File: src/rtl/onehot_pulse_decoder.sv
// Decodes a 2-bit code into a 4-bit one-hot pulse held PULSE_CYCLES cycles,
// followed by GAP_CYCLES all-zero cycles. Define ONEHOT_DEC_SCAN_EN to add auto-scan.
module onehot_pulse_decoder #(
  parameter int unsigned PULSE_CYCLES = 4,
  parameter int unsigned GAP_CYCLES   = 1
) (
  input  logic       clk,
  input  logic       rst_n,
`ifdef ONEHOT_DEC_SCAN_EN
  input  logic       scan_en,
`endif
  input  logic       in_valid,
  input  logic [1:0] in_code,
  output logic       in_ready,
  output logic [3:0] y,
  output logic       busy,
  output logic       done
);

  typedef enum logic [1:0] {
    IDLE  = 2'd0,
    DRIVE = 2'd1,
    GAP   = 2'd2
  } state_t;

  localparam logic [7:0] PULSE_LOAD = 8'(PULSE_CYCLES - 1);
  localparam logic [7:0] GAP_LOAD   = (GAP_CYCLES == 0) ? 8'd0 : 8'(GAP_CYCLES - 1);

  state_t     state, state_next;
  logic [7:0] cnt, cnt_next;
  logic [3:0] y_next;
  logic       take;
  logic [1:0] take_code;
  logic       idle;

  assign idle = (state == IDLE);

`ifdef ONEHOT_DEC_SCAN_EN
  logic [1:0] scan_ptr;
  logic       scan_go;

  // External requests win; scan only self-issues when nobody is asking.
  assign scan_go   = idle && scan_en && !in_valid;
  assign take      = idle && (in_valid || scan_en);
  assign take_code = in_valid ? in_code : scan_ptr;

  always_ff @(posedge clk or negedge rst_n) begin
    if (!rst_n) begin
      scan_ptr <= 2'd0;
    end else if (scan_go) begin
      scan_ptr <= scan_ptr + 2'd1;
    end
  end
`else
  assign take      = idle && in_valid;
  assign take_code = in_code;
`endif

  // NOTE: sequential state uses non-blocking assignments so every register
  // samples pre-edge values regardless of process ordering.
  always_ff @(posedge clk or negedge rst_n) begin
    if (!rst_n) begin
      state <= IDLE;
      cnt   <= 8'd0;
      y     <= 4'b0000;
    end else begin
      state <= state_next;
      cnt   <= cnt_next;
      y     <= y_next;
    end
  end

  // NOTE: every output of this block gets a default first, so no path can
  // leave a signal unassigned and infer a latch.
  always_comb begin
    state_next = state;
    cnt_next   = cnt;
    y_next     = y;
    unique case (state)
      IDLE: begin
        if (take) begin
          state_next = DRIVE;
          cnt_next   = PULSE_LOAD;
          y_next     = 4'b0001 << take_code;
        end
      end
      DRIVE: begin
        if (cnt != 8'd0) begin
          cnt_next = cnt - 8'd1;
        end else begin
          y_next = 4'b0000;
          if (GAP_CYCLES == 0) begin
            state_next = IDLE;
            cnt_next   = 8'd0;
          end else begin
            state_next = GAP;
            cnt_next   = GAP_LOAD;
          end
        end
      end
      GAP: begin
        if (cnt != 8'd0) begin
          cnt_next = cnt - 8'd1;
        end else begin
          state_next = IDLE;
        end
      end
      default: begin
        state_next = IDLE;
        cnt_next   = 8'd0;
        y_next     = 4'b0000;
      end
    endcase
  end

  always_comb begin
`ifdef ONEHOT_DEC_SCAN_EN
    in_ready = idle && !scan_go;
`else
    in_ready = idle;
`endif
    busy = !idle;
    done = (state == DRIVE) && (cnt == 8'd0);
  end

endmodule

File: config.mk
export PLATFORM = sky130hd
export DESIGN_NAME = onehot_pulse_decoder
export DESIGN_NICKNAME = d
export VERILOG_FILES = /design/src/rtl/onehot_pulse_decoder.sv
export SDC_FILE = /design/constraint.sdc
export NUM_CORES = 1
export LEC_CHECK = 0
export CELL_PAD_IN_SITES_DETAIL_PLACEMENT = 0
export CELL_PAD_IN_SITES_GLOBAL_PLACEMENT = 1
export CORE_UTILIZATION = 43
export DETAILED_ROUTE_END_ITERATION = 10
export PLACE_DENSITY = 0.83
export SLEW_MARGIN = 0
export SYNTH_ARGS = -nofsm -noshare
export SYNTH_HDL_FRONTEND = slang
export SYNTH_SLANG_ARGS = --single-unit
File: constraint.sdc
create_clock -name clk -period 4.87 [get_ports clk]
set_input_delay 0.974 -clock clk [delete_from_list [all_inputs] [get_ports clk]]
set_output_delay 0.974 -clock clk [all_outputs]
set_load 0.01 [all_outputs]
# Yosys cells after proc, flatten, opt, wreduce, memory -nomap -nowiden
# Cells that the tools add are included.
# word_totals
ff_bits	14
word_cells	32
output_inout_bits	7
inputBits	5
# classes
n_addsub	1
n_reduce_logical	9
bitwise_logic	1
eq_ne	6
shift	1
n_mux	11
# ops
op	count
8-bit 2-to-1 mux	3
8-bit case mux with 3 select lines	1
4-bit case mux with 3 select lines	1
8-bit zero test	1
4-bit 2-to-1 mux	2
2-bit != test (second input constant)	4
8-bit nonzero test	1
8-bit by 1-bit subtractor with 8-bit output (second input constant)	1
2-bit 2-to-1 mux	3
2-bit case mux with 3 select lines	1
3-bit AND reduction	2
1-bit by 2-bit << shifter with 4-bit output (first input constant)	1
2-bit by 1-bit equality test with 1-bit output (second input constant)	1
2-bit equality test (second input constant)	1
1-bit logical AND	2
2-bit zero test	1
2-bit AND reduction	1
1-bit zero test	1
1-bit inverter	1

# Logic depth before layout (Yosys ltp)
# Gate-level depths: netlist of run 1.
# logic_depth
ltp_word	4
ltp_mapped	7
ltp_nobuf	6

# Worst setup path before layout of run 1
# Ideal clock, no wire load.
# synth_path
kind	reg2out
from	reg cnt[2]
to	out done
arrival_ns	1.429
path_stages_with_launch	5
slack_ns	2.467
required_ns	3.896
n_path_buf	2
path_cell_list	dfrtp_1 -> buf_6 -> or4_4 -> buf_6 -> nor3_1
# synth_via
elab_chain_cells	2
# synth_rtl
element	line	rtl
start, declared	30	logic [7:0] cnt, cnt_next;
start signal, assigned	68	cnt <= cnt_next;
8-bit zero test	123	done = (state == DRIVE) && (cnt == 8'd0);
1-bit logical AND	123	
end, declared	17	output logic done
# Every way passes these cells.

# Worst setup path in the final report of run 1
# layout_path
from	reg cnt[0]
to	out done
# Same word-level chain as after synthesis.

==> reports/metrics.cfg, run 1 <==
[status]
status = finished clean

[clock_network]
htreeDepth = 1
clock_latency_ps = 270
post_cts_resized = 0
numClockSinks = 14
numCtsBuffers = 3
clkTransAtPathRegs_ps = 80
postCtsSetupRepairBufs = 0
hold_buffers = 0
clockBufferDepth = 2
cts_tree = yes
cts_root_buffer = clkbuf_4

[placement]
post-place-cells = 115
dp_hpwl_um = 1143
io_buffer_count = 11
place.gp.congestion = 0.7089

[die]
ios = 12
fp.dieW_um = 45.92
start_util_pct = 47.02
std_cell_rows = 15
core_area_um2 = 1764
die_h_um = 45.92
dieArea_um2 = 2109

[detailed_routing]
detail_route.wl_per_cell_um = 13.49
num_vias = 682
antenna_left = 0
vias_per_cell = 5.780
wirelength_um = 1592
drc = 0
drt_iter0_drc = 13
drtPass1Iterations = 4

[yosys]
syn-instance-count = 85
yosys.area.top_type = dfrtp_1
syn-cell-area_um2 = 829.5
yosys.area.top_type_share_pct = 42.23
ys_types = 35
synth-seq-area-share_pct = 42.23
ys_top_cells_by_area = dfrtp_1, a21oi_1, o31ai_1
ys_seq_elements = 14
yosysWarnings = 0
syn_avg_cell_area_um2 = 9.759
syn-num-nets = 92

[global_routing]
grt_busiest_layer = met2
use_met2_pct = 27.04
grt_pass1_wl_um = 2663
antenna_found_initial = 0
grt_pass1_vias = 616
grt_max_degree = 15
grt_usage_pct = 18.03
gr-total-overflow = 0
met1_usage_pct = 23.53
grt_util_met3_pct = 3.175

[timing]
fin_worst_skew_ps = 4.044
setup_violations = 0
hold_viol_final = 0
rsz0062_at_grt = no
setup_tns_ps = 0
fmax_mhz = 314.4
tightest_slew_ps = 645.2
maxSlewHeadroom_pct = 56.85
timing.final.max_slew_violations = 0
period_needed_ps = 3181
period_share_pct = 65.31

[power_and_ir_drop]
ir_drop_mv = 0.2812
power.density_nw_per_um2 = 662.8
leakagePower_nw = 0.3787

[critical_path]
slowest_stage = clkdlybuf4s50_1
cp_top_family = buffers and inverters
crit_required_ps = 3900
crit_cells = 5
path_max_fanout = 4
end_kind = output pin
critPathBufInv = 2
crit_chain = inv_1 -> ha_1 -> or3b_2 -> nor3_1 -> clkdlybuf4s50_1
r2r-start = cnt[0]$_DFFE_PN0P_
slowest_delay_ps = 560
crit_type = register to output pin
cp-startpoint = cnt[0]$_DFFE_PN0P_
rr_worst_depth = 6
cp_data_arrival_time_ps = 2210
start_kind = register
r2r-end = cnt[4]$_DFFE_PN0P_
endpoint = done
r2r_setup_slack_ps = 2710

[worst_hold_path]
min_path_type = register to register
hold_depth = 1

[finish]
syn2layout_area_growth_pct = 13.88
drive_gt1_share_pct = 11.83
finalNetCount = 102
final_common_cell = dfrtp_1
fillers = 180
antenna_cells = 0
final-instance-count-excl-fill = 118
final_util_pct = 53.55
layout_common_cells = dfrtp_1, clkdlybuf4s50_1, a21oi_1

[flow_run]
maxCapViolCount = 0

==> metal layers <==
layer / up-vias / part of all wire, %
li1: 341 / -
met1: 325 / 49
met2: 14 / 45
met3: 2 / 4.1
met4: 0 / 1.5
met5: - / 0
==> layout make-up <==
type                            count  area, um2  area share, %
Multi-Input combinational cell     62      419.2          44.37
Sequential cell                    14      350.3          37.09
Timing Repair Buffer               11      110.1          11.66
Tap cell                           25      31.28          3.311
Clock buffer                        3      22.52          2.384
Inverter                            3      11.26          1.192
==> synth_stat cells <==
library cell,n
nor3_2,1
o21ai_0,5
ha_1,2
nand2_1,2
o31ai_1,4
or3_1,2
nand3_1,1
nor2_2,1
nor3_1,2
mux2_2,2
or3b_2,1
or4b_1,1
a221oi_1,2
o2bb2ai_1,1
or4_1,3
buf_4,3
or2_2,1
a211oi_1,1
o211ai_1,1
or4b_2,1
or2b_1,1
o22ai_1,1
buf_6,2
o41ai_1,3
and2b_1,1
inv_1,3
nor3b_1,2
a21oi_1,9
nand2b_1,1
clkbuf_1,1
dfrtp_1,14
nor2_1,7
o32ai_1,1
nor4_1,1
or4_4,1
==> stage by stage <==
step	hold WS (ps)	instance area [um2]	power, W	setup WS, ps
after floorplan	517.1	829.5	0.0004819	2467
after global placement	498.7	922.1	0.0005594	2035
after detailed placement	495.4	922.1	0.0005657	1987
after CTS	519.5	944.7	0.0006336	1672
after global routing	530.5	944.7	0.0006870	1579
final	514.1	944.7	0.0006261	1689
==> how the worst min path moves through the flow <==
stage	to	startpoint	slack, ps
floorplan	state[0]$_DFFE_PN0P_	state[1]$_DFFE_PN0P_	520
global placement	y[2]$_DFFE_PN0P_	y[2]$_DFFE_PN0P_	500
detailed placement	y[2]$_DFFE_PN0P_	y[2]$_DFFE_PN0P_	500
CTS	y[0]$_DFFE_PN0P_	y[0]$_DFFE_PN0P_	520
global route	y[0]$_DFFE_PN0P_	y[0]$_DFFE_PN0P_	530
finish	y[2]$_DFFE_PN0P_	y[2]$_DFFE_PN0P_	510
==> logic make-up after synthesis <==
| group | count (synthesis) | synth area share (%) |
|---|---|---|
| simple gates | 30 | 22.78 |
| mux | 2 | 2.715 |
| fa+ha+maj | 2 | 3.016 |
| compound gates | 28 | 22.02 |
| flops | 14 | 42.23 |
| buf+inv | 9 | 7.239 |
==> registers in the layout, summed over array words and instances (netlist names) <==
name,count
cnt,8
y,4
state,2
==> power by group <==
| group | internal (W) | total (W) | leakage [nW] | switching [W] |
|---|---|---|---|---|
| registers | 0.000164 | 0.000215 | 0.183 | 0.0000511 |
| logic | 0.000164 | 0.000348 | 0.182 | 0.000183 |
| clock network | 0.0000286 | 0.0000631 | 0.0138 | 0.0000345 |
(Power assumes the default switching activity.)
==> run 2: changes to the inputs <==
- CORE_UTILIZATION: 43 -> 36
- PLACE_DENSITY: 0.83 -> 0.75
- clock period: 4.87 -> 2.7 ns (I/O delays scaled with it)
==> run 2 against run 1 <==
Count of clock-buffer cells in the layout unchanged. Highest routed layer unchanged. Critical path type unchanged. Setup slack got worse by 1500 ps. Global-route usage decreased by 1.7 points. Combinational power increased by 85%. Critical endpoint unchanged. Largest power group unchanged.
==> reports/metrics.cfg, run 2 (synthesis results as in run 1) <==
[die]
dieArea_um2 = 2501  ; was 2109 um2
ios = 12  ; unchanged
start_util_pct = 37.86  ; was 47.02%
fp.dieW_um = 50.01  ; was 45.92 um
std_cell_rows = 17  ; was 15
die_h_um = 50.01  ; was 45.92 um
core_area_um2 = 2191  ; was 1764 um2

[critical_path]
r2r-start = cnt[0]$_DFFE_PN0P_  ; unchanged
crit_type = register to output pin  ; unchanged
cp-startpoint = cnt[0]$_DFFE_PN0P_  ; unchanged
path_max_fanout = 4  ; unchanged
r2r_setup_slack_ps = 530  ; was 2710 ps
crit_required_ps = 2160  ; was 3900 ps
end_kind = output pin  ; unchanged
start_kind = register  ; unchanged
cp_data_arrival_time_ps = 1940  ; was 2210 ps

[timing]
fin_worst_skew_ps = 3.891  ; was 4.044 ps
period_share_pct = 91.95
setup_violations = 0  ; unchanged
maxSlewHeadroom_pct = 55.94  ; was 56.85%
setup_tns_ps = 0  ; unchanged
tightest_slew_ps = 658.8  ; was 645.2 ps
rsz0062_at_grt = no  ; unchanged
period_needed_ps = 2483
timing.final.max_slew_violations = 0  ; unchanged
hold_viol_final = 0  ; unchanged
fmax_mhz = 402.8

[global_routing]
gr-total-overflow = 0  ; unchanged
grt_max_degree = 15  ; unchanged
grt_pass1_wl_um = 3001  ; was 2663 um
grt_usage_pct = 16.37  ; was 18.03%
antenna_found_initial = 0  ; unchanged
grt_pass1_vias = 651  ; was 616

[finish]
largest_register_ffs = 8  ; unchanged
final_util_pct = 43.58  ; was 53.55%
final_common_cell = dfrtp_1  ; unchanged
drive_gt1_share_pct = 12.77  ; was 11.83%
finalNetCount = 103  ; was 102
layout_common_cells = dfrtp_1, clkdlybuf4s50_1, a21oi_1  ; unchanged
largest_register = cnt  ; unchanged
antenna_cells = 0  ; unchanged
reg_top3 = cnt (8), y (4), state (2)  ; unchanged
fillers = 221  ; was 180
syn2layout_area_growth_pct = 15.08  ; was 13.88%

[placement]
place.gp.congestion = 0.7350  ; was 0.7089
io_buffer_count = 11  ; unchanged
dp_hpwl_um = 1231  ; was 1143 um

[power_and_ir_drop]
leakagePower_nw = 0.3876  ; was 0.3787 nW
ir_drop_mv = 0.5684  ; was 0.2812 mV
p_total_w = 0.001154  ; was 0.0006261 W
power.density_nw_per_um2 = 1209  ; was 662.8 nW/um2

[worst_hold_path]
hp-start = y[3]$_DFFE_PN0P_  ; was y[2]$_DFFE_PN0P_
min_path_type = register to register  ; unchanged

[clock_network]
cts_tree = yes  ; unchanged
numCtsBuffers = 3  ; unchanged
hold_buffers = 0  ; unchanged
htreeDepth = 1  ; unchanged
numClockSinks = 14  ; unchanged
cts_root_buffer = clkbuf_4  ; unchanged
clockBufferDepth = 2  ; unchanged
clock_latency_ps = 280  ; was 270 ps
clkTransAtPathRegs_ps = 80  ; about the same

[status]
status = finished clean  ; unchanged

[detailed_routing]
drtPass1Iterations = 4  ; unchanged
wirelength_um = 1758  ; was 1592 um
drt_iter0_drc = 19  ; was 13
drc = 0  ; unchanged
vias_per_cell = 5.664  ; was 5.780
detail_route.wl_per_cell_um = 14.41  ; was 13.49 um
num_vias = 691  ; was 682
antenna_left = 0  ; unchanged

[flow_run]
maxCapViolCount = 0  ; unchanged

## run 2: final timing paths
| kind | endpoint | cells past startpoint |
|---|---|---|
| setup reg to reg | cnt[4]$_DFFE_PN0P_ | 6 |
| min in group asynchronous | cnt[7]$_DFFE_PN0P_ | 1 |
| setup / recovery | done | 5 |
| hold / removal | y[3]$_DFFE_PN0P_ | 2 |
| hold reg to reg | y[3]$_DFFE_PN0P_ | 2 |
| max in group asynchronous | y[0]$_DFFE_PN0P_ | 1 |
## run 2: critical path, stage by stage, from the launching register on
cell and delay [ps]:
dfrtp_1 400, inv_1 130, ha_1 180, or3b_2 490
nor3_1 180, dlygate4sd2_1 280
## run 2: routing by layer
layer / vias to the layer above / GRT usage (%) / share of wire [%]
met5: - / 0 / 0
met4: 0 / 10.00 / 2.5
met3: 5 / 4.012 / 3.3
met2: 15 / 22.89 / 44
met1: 329 / 22.24 / 50
li1: 342 / - / -
## run 2: layout make-up
type | count | area [um2] | share of cell area [%]
clock buffers | 3 | 22.52 | 2.359
repair buffers | 12 | 116.4 | 12.19
flip-flops and latches | 14 | 350.3 | 36.70
well taps | 28 | 35.03 | 3.670
multi-input cells | 62 | 419.2 | 43.91
inverters | 3 | 11.26 | 1.180
## run 2: stage by stage
stage	area, um2	worst slack [ps]	hold slack, ps	std cells
after floorplan	829.5	731.0	244.4	85
after global placement	933.4	293.5	498.0	119
after CTS	954.7	206.9	523.3	122
final	954.7	217.2	517.9	122
after global routing	954.7	111.7	556.2	122
after detailed placement	933.4	240.2	503.6	119
## run 2: timing repair
item | 4_1_cts | 5_1_grt
setup endpoints to repair | 1 | 0
gates resized for setup | 1 | 0
buffers inserted | 0 | 0
## run 2: where the power goes
part	total, W	internal, W	switching (W)
Clock	0.000118	0.0000517	0.0000662
Combinational	0.000645	0.000303	0.000341
Sequential	0.000391	0.000296	0.0000949
Total	0.00115	0.000652	0.000502
==> run 3: changes to the inputs <==
- CORE_MARGIN: unset -> 2
==> run 3 against run 2 <==
Combinational power about the same. Largest power group unchanged. Core utilization up 0.63 points. Setup slack better by 28 ps. Count of clock-buffer cells in the layout up 1.
==> reports/metrics.cfg, run 3 (synthesis results as in run 1) <==
[critical_path]
start_kind = register  ; unchanged
path_max_fanout = 4  ; unchanged
end_kind = output pin  ; unchanged
cp_top_family = simple AND/OR/NAND/NOR gates  ; unchanged
r2r_setup_slack_ps = 510  ; was 530 ps
cp_data_arrival_time_ps = 1910  ; was 1940 ps
critPathBufInv = 2  ; unchanged
crit_required_ps = 2160  ; about the same
crit_type = register to output pin  ; unchanged
slowest_stage = or3b_2  ; unchanged
crit_chain = inv_1 -> ha_1 -> or3b_2 -> nor3_1 -> dlygate4sd2_1  ; unchanged
slowest_delay_ps = 490  ; about the same

[clock_network]
cts_root_buffer = clkbuf_4  ; unchanged
htreeDepth = 1  ; unchanged
clockBufferDepth = 2  ; unchanged
clkTransAtPathRegs_ps = 90  ; was 80 ps
post_cts_resized = 1  ; unchanged
hold_buffers = 0  ; unchanged
clock_latency_ps = 280  ; about the same
numClockSinks = 14  ; unchanged
cts_tree = yes  ; unchanged
postCtsSetupRepairBufs = 0  ; unchanged
numCtsBuffers = 3  ; unchanged

[global_routing]
grt_pass1_wl_um = 3015  ; was 3001 um
grt_pass1_vias = 650  ; was 651
antenna_found_initial = 0  ; unchanged
grt_max_degree = 15  ; unchanged
grt_usage_pct = 15.54  ; was 16.37%
gr-total-overflow = 0  ; unchanged

[timing]
fin_worst_skew_ps = 4.939  ; was 3.891 ps
setup_violations = 0  ; unchanged
hold_ws_ps = 516.5  ; was 517.9 ps
hold_viol_final = 0  ; unchanged
rsz0062_at_grt = no  ; unchanged
maxSlewHeadroom_pct = 56.74  ; was 55.94%
period_needed_ps = 2455  ; was 2483 ps
setup_tns_ps = 0  ; unchanged
tightest_slew_ps = 646.9  ; was 658.8 ps
timing.final.max_slew_violations = 0  ; unchanged
fmax_mhz = 407.4  ; was 402.8 MHz
period_share_pct = 90.92  ; was 91.95%

[finish]
layout_common_cells = dfrtp_1, clkdlybuf4s50_1, a21oi_1  ; unchanged
finalNetCount = 103  ; unchanged
largest_register = cnt  ; unchanged
final_util_pct = 44.20  ; was 43.58%
drive_gt1_share_pct = 13.68  ; was 12.77%
fin_area_um2 = 968.4  ; was 954.7 um2
reg_top3 = cnt (8), y (4), state (2)  ; unchanged
largest_register_ffs = 8  ; unchanged
antenna_cells = 0  ; unchanged
final_common_cell = dfrtp_1  ; unchanged
syn2layout_area_growth_pct = 16.74  ; was 15.08%

[die]
fp.dieW_um = 52.01  ; was 50.01 um
std_cell_rows = 17  ; unchanged
die_h_um = 52.01  ; was 50.01 um
start_util_pct = 37.86  ; unchanged
core_area_um2 = 2191  ; unchanged
dieArea_um2 = 2705  ; was 2501 um2
ios = 12  ; unchanged

[placement]
place.gp.congestion = 0.7334  ; was 0.7350
io_buffer_count = 11  ; unchanged
dp_hpwl_um = 1261  ; was 1231 um
place_area_um2 = 933.4  ; unchanged

[detailed_routing]
drc = 0  ; unchanged
num_vias = 694  ; was 691
wirelength_um = 1743  ; was 1758 um
drtPass1Iterations = 4  ; unchanged
vias_per_cell = 5.642  ; was 5.664
antenna_left = 0  ; unchanged
drt_iter0_drc = 8  ; was 19
detail_route.wl_per_cell_um = 14.17  ; was 14.41 um

[worst_hold_path]
min_path_type = register to register  ; unchanged

[power_and_ir_drop]
ir_drop_mv = 0.6220  ; was 0.5684 mV
power.density_nw_per_um2 = 1230  ; was 1209 nW/um2
p_total_w = 0.001192  ; was 0.001154 W
leakagePower_nw = 0.3948  ; was 0.3876 nW

[status]
status = finished clean  ; unchanged

[flow_run]
maxCapViolCount = 0  ; unchanged

-- run 3: layer usage --
metal	track usage, %	up-vias	share of wire (%)
li1	-	342	-
met1	20.54	336	48
met4	7.018	0	1.7
met5	0	-	0
met2	23.63	12	46
met3	4.023	4	4.4
-- run 3: final timing paths --
check	startpoint	end	cells past startpoint
worst min-delay path	y[3]$_DFFE_PN0P_	y[3]$_DFFE_PN0P_	2
worst max-delay path	cnt[0]$_DFFE_PN0P_	done	5
worst max register to register	cnt[2]$_DFFE_PN0P_	y[2]$_DFFE_PN0P_	4
max in group asynchronous	rst_n	cnt[2]$_DFFE_PN0P_	1
min in group asynchronous	rst_n	state[1]$_DFFE_PN0P_	1
worst min register to register	y[3]$_DFFE_PN0P_	y[3]$_DFFE_PN0P_	2
-- run 3: final cells by class --
cell class / count / area, um2
tap: 28 / 35.03
timing repair buffer: 12 / 116.4
clock buffer: 4 / 36.28
sequential: 14 / 350.3
fill: 218 / 1222
multi-input combinational: 62 / 419.2
inverter: 3 / 11.26
-- run 3: where the power goes --
part,switching [W],internal (W)
clock,0.0000743,0.0000820
sequential,0.0000936,0.000296
combinational,0.000342,0.000303
-- run 3: stage by stage --
| step | instances | setup slack, ps |
|---|---|---|
| final | 123 | 245.3 |
| after global placement | 119 | 292.2 |
| after floorplan | 85 | 731.0 |
| after CTS | 123 | 215.4 |
| after global routing | 123 | 102.3 |
| after detailed placement | 119 | 254.6 |
-- run 3: tightest hold or removal path: cells and delay by family, from the launching register on --
family / cells / cell delay, ps
AO/OA/AOI/OAI: 2 / 140
flip-flops: 1 / 350
